**config.mk**
```make
export PLATFORM = sky130hd
export DESIGN_NAME = snake_link
export DESIGN_NICKNAME = d
export VERILOG_FILES = /design/src/rtl/snake_pkg.sv /design/src/rtl/snake_link.sv
export SDC_FILE = /design/constraint.sdc
export NUM_CORES = 1
export LEC_CHECK = 0
export CAP_MARGIN = 20
export CORE_ASPECT_RATIO = 1.4
export CORE_MARGIN = 3
export CORE_UTILIZATION = 64
export CTS_BUF_LIST = sky130_fd_sc_hd__clkbuf_2 sky130_fd_sc_hd__clkbuf_4 sky130_fd_sc_hd__clkbuf_8
export DETAILED_ROUTE_END_ITERATION = 7
export DONT_BUFFER_PORTS = 1
export PLACE_DENSITY_LB_ADDON = 0.3
export SLEW_MARGIN = 20
export SYNTH_ARGS = -nofsm -noshare
export SYNTH_HDL_FRONTEND = slang
export SYNTH_SLANG_ARGS = --single-unit
```
**constraint.sdc**
```tcl
create_clock -name clk -period 4.15 [get_ports clk]
set_input_delay 0.6225 -clock clk [delete_from_list [all_inputs] [get_ports clk]]
set_output_delay 0.6225 -clock clk [all_outputs]
set_load 0.005 [all_outputs]
```
**src/rtl/snake_pkg.sv**
```systemverilog
// rtl/snake_pkg.sv - shared snake game types
package snake_pkg;

    typedef enum logic [2:0] {
        NONE  = 3'd0,
        UP    = 3'd1,
        DOWN  = 3'd2,
        LEFT  = 3'd3,
        RIGHT = 3'd4
    } direction;

endpackage

```
**src/rtl/snake_link.sv**
```systemverilog
// rtl/snake_link.sv - byte-frame link engine between the snake core and the UART
module snake_link
    import snake_pkg::*;
#(
    parameter int FIFO_DEPTH       = 4,
    parameter int KEEPALIVE_CYCLES = 250000,
    parameter int TIMEOUT_CYCLES   = 1000000
) (
    input  logic       clk,
    input  logic       rst_n,
    input  logic       send_dir,
    input  direction   dir_in,
    input  logic       send_col,
    input  logic [5:0] col_in,
    input  logic       send_click,
    input  logic [5:0] click_in,
    input  logic       rx_empty,
    input  logic [7:0] r_data,
    output logic       rd_uart,
    input  logic       tx_full,
    output logic       wr_uart,
    output logic [7:0] w_data,
    output direction   dir_out,
    output logic       rcvdir,
    output logic [5:0] col_out,
    output logic       rcvcol,
    output logic [5:0] click_out,
    output logic       rcvclick,
    output logic [7:0] err_cnt,
    output logic       link_up,
    output logic       tx_busy
);
    localparam int AW = (FIFO_DEPTH > 1) ? $clog2(FIFO_DEPTH) : 1;
    localparam int CW = AW + 1;
    localparam int KW = (KEEPALIVE_CYCLES > 1) ? $clog2(KEEPALIVE_CYCLES) : 1;
    localparam int TW = (TIMEOUT_CYCLES > 1) ? $clog2(TIMEOUT_CYCLES) : 1;
    localparam int DW = $bits(direction);
    localparam logic [CW-1:0] FULL_CNT = CW'(FIFO_DEPTH);
    localparam logic [KW-1:0] KA_LAST  = KW'(KEEPALIVE_CYCLES - 1);
    localparam logic [TW-1:0] TO_LAST  = TW'(TIMEOUT_CYCLES - 1);

    logic [7:0]    mem [FIFO_DEPTH];
    logic [AW-1:0] rd_ptr, wr_ptr;
    logic [CW-1:0] count;
    logic          send_dir_q, send_col_q, send_click_q;
    logic          pend_dir, pend_col, pend_click;
    logic [5:0]    dir_pay, col_pay, click_pay;
    logic [KW-1:0] idle_cnt;
    logic [TW-1:0] to_cnt;

    logic          rise_dir, rise_col, rise_click;
    logic          fifo_full, fifo_empty;
    logic          take_dir, take_col, take_click, push, pop, ka_fire, rd_fire;
    logic [7:0]    push_byte;
    logic          dec_dir, dec_col, dec_click, dec_err;

    assign rise_dir   = send_dir & ~send_dir_q;
    assign rise_col   = send_col & ~send_col_q;
    assign rise_click = send_click & ~send_click_q;
    assign tx_busy    = (count != '0) | pend_dir | pend_col | pend_click;

    // One pending request per cycle enters the queue: collision, then direction, then click.
    always_comb begin
        fifo_full  = (count == FULL_CNT);
        fifo_empty = (count == '0);
        take_col   = 1'b0;
        take_dir   = 1'b0;
        take_click = 1'b0;
        push_byte  = 8'h00;
        if (!fifo_full) begin
            if (pend_col) begin
                take_col  = 1'b1;
                push_byte = {2'b10, col_pay};
            end else if (pend_dir) begin
                take_dir  = 1'b1;
                push_byte = {2'b01, dir_pay};
            end else if (pend_click) begin
                take_click = 1'b1;
                push_byte  = {2'b11, click_pay};
            end
        end
        push    = take_col | take_dir | take_click;
        pop     = !fifo_empty && !tx_full && !wr_uart;
        ka_fire = fifo_empty && !pend_dir && !pend_col && !pend_click &&
                  !tx_full && !wr_uart && (idle_cnt == KA_LAST);
        rd_fire = !rx_empty && !rd_uart;
    end

    always_comb begin
        dec_dir   = 1'b0;
        dec_col   = 1'b0;
        dec_click = 1'b0;
        dec_err   = 1'b0;
        case (r_data[7:6])
            2'b00: dec_err = (r_data[5:0] != 6'd0);
            2'b01: begin
                if (r_data[5:DW] == '0) dec_dir = 1'b1;
                else                    dec_err = 1'b1;
            end
            2'b10:   dec_col   = 1'b1;
            default: dec_click = 1'b1;
        endcase
    end

    always_ff @(posedge clk or negedge rst_n) begin
        if (!rst_n) begin
            send_dir_q   <= 1'b0;
            send_col_q   <= 1'b0;
            send_click_q <= 1'b0;
            pend_dir     <= 1'b0;
            pend_col     <= 1'b0;
            pend_click   <= 1'b0;
            dir_pay      <= 6'd0;
            col_pay      <= 6'd0;
            click_pay    <= 6'd0;
            rd_ptr       <= '0;
            wr_ptr       <= '0;
            count        <= '0;
            idle_cnt     <= '0;
            to_cnt       <= '0;
            wr_uart      <= 1'b0;
            w_data       <= 8'h00;
            rd_uart      <= 1'b0;
            dir_out      <= NONE;
            rcvdir       <= 1'b0;
            col_out      <= 6'd0;
            rcvcol       <= 1'b0;
            click_out    <= 6'd0;
            rcvclick     <= 1'b0;
            err_cnt      <= 8'd0;
            link_up      <= 1'b0;
            for (int i = 0; i < FIFO_DEPTH; i++) mem[i] <= 8'h00;
        end else begin
            send_dir_q   <= send_dir;
            send_col_q   <= send_col;
            send_click_q <= send_click;
            // A fresh edge in the cycle its own request is queued re-arms the pending flag.
            pend_dir   <= rise_dir   | (pend_dir   & ~take_dir);
            pend_col   <= rise_col   | (pend_col   & ~take_col);
            pend_click <= rise_click | (pend_click & ~take_click);
            if (rise_dir)   dir_pay   <= 6'(dir_in);
            if (rise_col)   col_pay   <= col_in;
            if (rise_click) click_pay <= click_in;

            if (push) begin
                mem[wr_ptr] <= push_byte;
                wr_ptr      <= wr_ptr + 1'b1;
            end
            if (pop) rd_ptr <= rd_ptr + 1'b1;
            count <= count + CW'(push) - CW'(pop);

            wr_uart <= pop | ka_fire;
            if (pop)          w_data <= mem[rd_ptr];
            else if (ka_fire) w_data <= 8'h00;

            if (wr_uart)                  idle_cnt <= '0;
            else if (idle_cnt != KA_LAST) idle_cnt <= idle_cnt + 1'b1;

            rd_uart  <= rd_fire;
            rcvdir   <= rd_fire & dec_dir;
            rcvcol   <= rd_fire & dec_col;
            rcvclick <= rd_fire & dec_click;
            if (rd_fire && dec_dir)   dir_out   <= direction'(r_data[DW-1:0]);
            if (rd_fire && dec_col)   col_out   <= r_data[5:0];
            if (rd_fire && dec_click) click_out <= r_data[5:0];
            if (rd_fire && dec_err && err_cnt != 8'hFF) err_cnt <= err_cnt + 8'd1;

            if (rd_fire) begin
                to_cnt  <= '0;
                link_up <= 1'b1;
            end else if (to_cnt == TO_LAST) begin
                link_up <= 1'b0;
            end else begin
                to_cnt <= to_cnt + 1'b1;
            end
        end
    end

endmodule

```
; Yosys cells after proc, flatten, opt, wreduce, memory -nomap -nowiden
; Cells that the tools add are included.
[totals]
ff_bits = 135
in_bits = 30
output_inout_bits = 38
word_cells = 138
[op_classes]
addsub = 7
order_cmp = 3
n_eq_ne = 8
mux = 33
bitwise = 26
n_reduce_logical = 32
[ops]
columns = op, n
row1 = 8-bit 2-to-1 mux, 9
row2 = 20-bit 2-to-1 mux, 2
row3 = 18-bit 2-to-1 mux, 2
row4 = 32-bit bitwise mux, 1
row5 = "20-bit by 1-bit adder with 20-bit output, second input constant", 1
row6 = "20-bit equality test, second input constant", 1
row7 = "18-bit by 1-bit adder with 18-bit output, second input constant", 1
row8 = "18-bit equality test, second input constant", 1
row9 = "18-bit != test, second input constant", 1
row10 = 8-bit binary-select mux with 2-bit select, 1
row11 = 8-bit demux with 2-bit select, 1
row12 = 1-bit 2-to-1 mux, 16
row13 = 1-bit logical AND, 15
row14 = 1-bit bitwise AND, 9
row15 = 1-bit OR, 9
row16 = "8-bit by 1-bit adder with 8-bit output, second input constant", 1
row17 = 1-bit logical NOT, 8
row18 = "8-bit != test, second input constant", 1
row19 = "3-bit >= comparator, second input constant", 2
row20 = 3-bit logical NOT, 2
row21 = 1-bit inverter, 6
row22 = 2-bit inverter with 3-bit output, 2
row23 = 2-bit nonzero test, 3
row24 = 6-bit nonzero test, 1
row25 = other kinds (12), 13

; Logic depth before layout (Yosys ltp)
[logic_depth]
word_depth = 9
ltp_mapped = 9
ltp_nobuf = 8

; Worst setup path after synthesis
; Ideal clock, no wire load.
[synth_timing]
path_type = input to register
startpoint = input tx_full
endpoint = register count[2]
setup_ns = 0.123
arrival_ns = 2.108
t_required_ns = 4.027
slack_ns = 1.919
stages = 8
path_buffers = 1
path_cell_list = or3_1 -> clkbuf_1 -> nand2_1 -> nand2_1 -> ha_1 -> fa_1 -> xor2_1 -> xnor2_1
[synth_between]
elab_chain_len = 4
[synth_rtl]
columns = element, line
row1 = "start, declared", snake_link.sv:20  ; input logic tx_full,
row2 = 1-bit logical NOT, snake_link.sv:83  ; pop = !fifo_empty && !tx_full && !wr_uart;
row3 = 1-bit logical AND (2 in series), snake_link.sv:83
row4 = 3-bit by 1-bit subtractor with 3-bit output, snake_link.sv:150  ; count <= count + CW'(push) - CW'(pop);
row5 = "end signal, assigned", snake_link.sv:150
row6 = "end, declared", snake_link.sv:44  ; logic [CW-1:0] count;
; Every way passes these cells.
; A chain may end at the register's enable or synchronous reset.

; Final worst setup path
[layout_timing]
startpoint = register wr_uart
endpoint = register count[2]
[layout_between]
elab_chain_len = 3
[layout_rtl]
columns = element, line
row1 = "start, declared", snake_link.sv:21  ; output logic wr_uart,
row2 = "start signal, assigned", snake_link.sv:152  ; wr_uart <= pop | ka_fire;
row3 = 1-bit logical NOT, snake_link.sv:83
row4 = 1-bit logical AND, snake_link.sv:83
row5 = 3-bit by 1-bit subtractor with 3-bit output, snake_link.sv:150
; Every way passes these cells.

==> results.sh <==
export IMPL_status="finished clean"
export IMPL_viasPerCell=6.29
export IMPL_setup_viol=0
export IMPL_combinationalPowerShare_pct=24.1
export IMPL_worstPathArrival_ps=2870
export IMPL_yosysUniqueCellTypes=51
export IMPL_cts_resized_gates=0
export IMPL_dp_hpwl_mm=8.39
export IMPL_critical_path_class="flop to flop"
export IMPL_synth_ff_type="dfrtp_1"
export IMPL_die_area_sq_mm=0.0110
export IMPL_synth_seq_cells=135
export IMPL_worstSetupStartpointType="flop"
export IMPL_syn_avg_cell_area_sq_um=11.6
export IMPL_drt_iter0_markers=202
export IMPL_power_internal_mw=2.73
export IMPL_vias=4160
export IMPL_gp_congestion=0.807
export IMPL_initial_core_util_pct=65.9
export IMPL_post_drt_wl_per_cell_um=18.3
export IMPL_cts_made_buffers=17
export IMPL_rr_worst_depth=7
export IMPL_clock_skew_ps=8.09
export IMPL_swShare_pct=32.7
export IMPL_syn_inst=536
export IMPL_grt_pass1_vias=4287
export IMPL_fin_area_sq_mm=0.00674
export IMPL_finalCritPeriodShare_pct=61.3
export IMPL_clkPwrFrac_pct=27.2
export IMPL_grt_antenna_before_repair=0
export IMPL_max_cap_violations=0
export IMPL_rr_endpoint="count[2]"
export IMPL_yosys_warnings=0
export IMPL_cts_max_level=4
export IMPL_diodes=0
export IMPL_final_cells=661
export IMPL_fin_util_pct=71.3
export IMPL_area_growth_pct=8.17
export IMPL_tightest_slew_ps=765
export IMPL_clock_fmax_ghz=0.393
export IMPL_rsz0062_at_grt="no"
export IMPL_synthesis_area_sq_mm=0.00623
export IMPL_reg2reg_from="wr_uart"
export IMPL_clkSinkCount=135
export IMPL_nFillCells=678
export IMPL_period_needed_ps=2540
export IMPL_grt_remaining_overflow=0
export IMPL_slew_headroom_pct=49.0
export IMPL_drt_first_pass_iters=4
export IMPL_path_max_fanout=24
export IMPL_clk_pin_slew_ps=80
export IMPL_yosysSeqAreaShare_pct=54.2
export IMPL_layout_common_cells="dfrtp_1 (135), mux2_2 (58), nand2_1 (46)"
export IMPL_holdCritPathClass="primary input to asynchronous set/reset pin"
export IMPL_grt_pass1_wl_mm=20.4
export IMPL_clockBufferDepth=2
export IMPL_clkLatencyLatePin_ps=440
export IMPL_final_common_cell="dfrtp_1"
export IMPL_power_density_mw_per_mm2=603
export IMPL_io_pins=68
export IMPL_ant_nets=0
export IMPL_hold_viol=0
export IMPL_drt_total_wl_mm=12.1
export IMPL_maxSlewViolCount=0
export IMPL_drcViolationCount=0
export IMPL_leakagePower_nw=2.91
export IMPL_finalSetupTns_ps=0
export IMPL_p_sw_mw=1.33
export IMPL_cts_root_buf="clkbuf_8"
export IMPL_cts_tree="built"
export IMPL_cp_data_required_time_ps=4470
export IMPL_seq_power_share_pct=48.7
export IMPL_dpl_cell_area_sq_mm=0.00630
export IMPL_grt_max_degree=136
export IMPL_die_h_um=123
export IMPL_peakVddDrop_v=0.000391
export IMPL_num_rows=42
export IMPL_drive_gt1_share_pct=21.1
export IMPL_crit_start="wr_uart"
export IMPL_critPathCaptureType="flop"
export IMPL_placed_cells=628
export IMPL_crit_end="count[2]"
export IMPL_rrSetupSlack_ps=1610
export IMPL_numPortBuffers=0
export IMPL_core_sq_mm=0.00946
export IMPL_synthArstFlopShare_pct=100
export IMPL_gr_usage_all_layers_pct=24.0
export IMPL_die_w_um=89.4
export IMPL_nets=577
export IMPL_syn_num_nets=575
export IMPL_synth_edf_count=0
-- stage by stage --
step                      total power [mW]  worst slack (ps)  hold WS (ps)
after global routing                  4.29              1510           170
after detailed placement              2.95              1640           332
final                                 4.06              1610           135
after CTS                             4.09              1610           180
after floorplan                       2.68              1920           327
after global placement                2.86              1730           331
-- power groups by stage --
stage / sequential, mW / combinational (mW) / clock, mW
4_1_cts: 1.98 / 0.990 / 1.12
5_1_grt: 2.03 / 1.08 / 1.18
2_1_floorplan: 1.84 / 0.842 / 0
6_report: 1.98 / 0.980 / 1.10
3_3_place_gp: 1.98 / 0.887 / 0
3_5_place_dp: 2.00 / 0.948 / 0
-- worst min path at each step --
| stage | cells past startpoint | slack [ps] | endpoint |
|---|---|---|---|
| 2_1_floorplan | 0 | 330 | click_out[0] |
| 3_3_place_gp | 0 | 330 | to_cnt[18] |
| 3_5_place_dp | 0 | 330 | to_cnt[16] |
| 4_1_cts | 1 | 180 | idle_cnt[7] |
| 5_1_grt | 0 | 170 | send_col_q |
| 6_report | 1 | 130 | count[2] |
-- cells by family (layout without fill, tap and decap cells) --
logic type,Yosys count,in the layout,synth area share [%]
buf+inv,27,42,1.71
fa+ha+maj,9,9,1.93
xor+xnor,29,29,4.08
mux,66,66,13.4
compound gates,71,71,6.75
flops,135,135,54.2
simple gates,199,199,18.0
-- cell usage after synthesis, drive strengths merged (8+ instances only) --
cell    number  area [sq um]
a21oi       21           105
and3        12          75.1
clkbuf      16          60.1
dfrtp      135          3380
ha           8           100
mux2        58           653
mux4         8           180
nand2       46           173
nand3       22           130
nand4       16           121
nor2        31           121
nor2b        9          56.3
nor3        16          80.1
o21ai       24           120
xnor2       22           193
-- repair_timing --
action,in CTS,in global routing
endpoints found under the hold margin,135,0
hold buffers,1,0
endpoints found under the setup margin,0,0
setup buffers,0,0
-- critical path, cell delays in order, from the launching register on --
cell and delay (ps):
dfrtp_1 670, or3_1 660, nand2_1 130, nand2_1 70
ha_1 220, fa_1 380, xor2_1 170, xnor2_1 130
-- layout make-up --
type                    instances  area [sq um]  area share (%)
clock buffers                  18           248            3.67
well taps                     110           138            2.04
flip-flops and latches        135          3380            50.1
repair buffers                  3          42.5           0.631
inverters                       7          26.3           0.390
multi-input cells             374          2750            40.8
clock inverters                14           161            2.39
-- sequential cells by signal (all words and copies together) (netlist names), 2 cells and up --
signal	flops
mem	32
to_cnt	20
idle_cnt	18
err_cnt	8
w_data	8
click_out	6
click_pay	6
col_out	6
col_pay	6
count	3
dir_out	3
dir_pay	3
rd_ptr	2
wr_ptr	2
-- per-layer routing --
layer	GRT usage, %	routed length [um]
met1	27.8	4800
met2	41.8	6530
met3	6.25	486
met4	9.40	286
met5	0	0
Note: power is estimated with default switching activity, not from simulation.
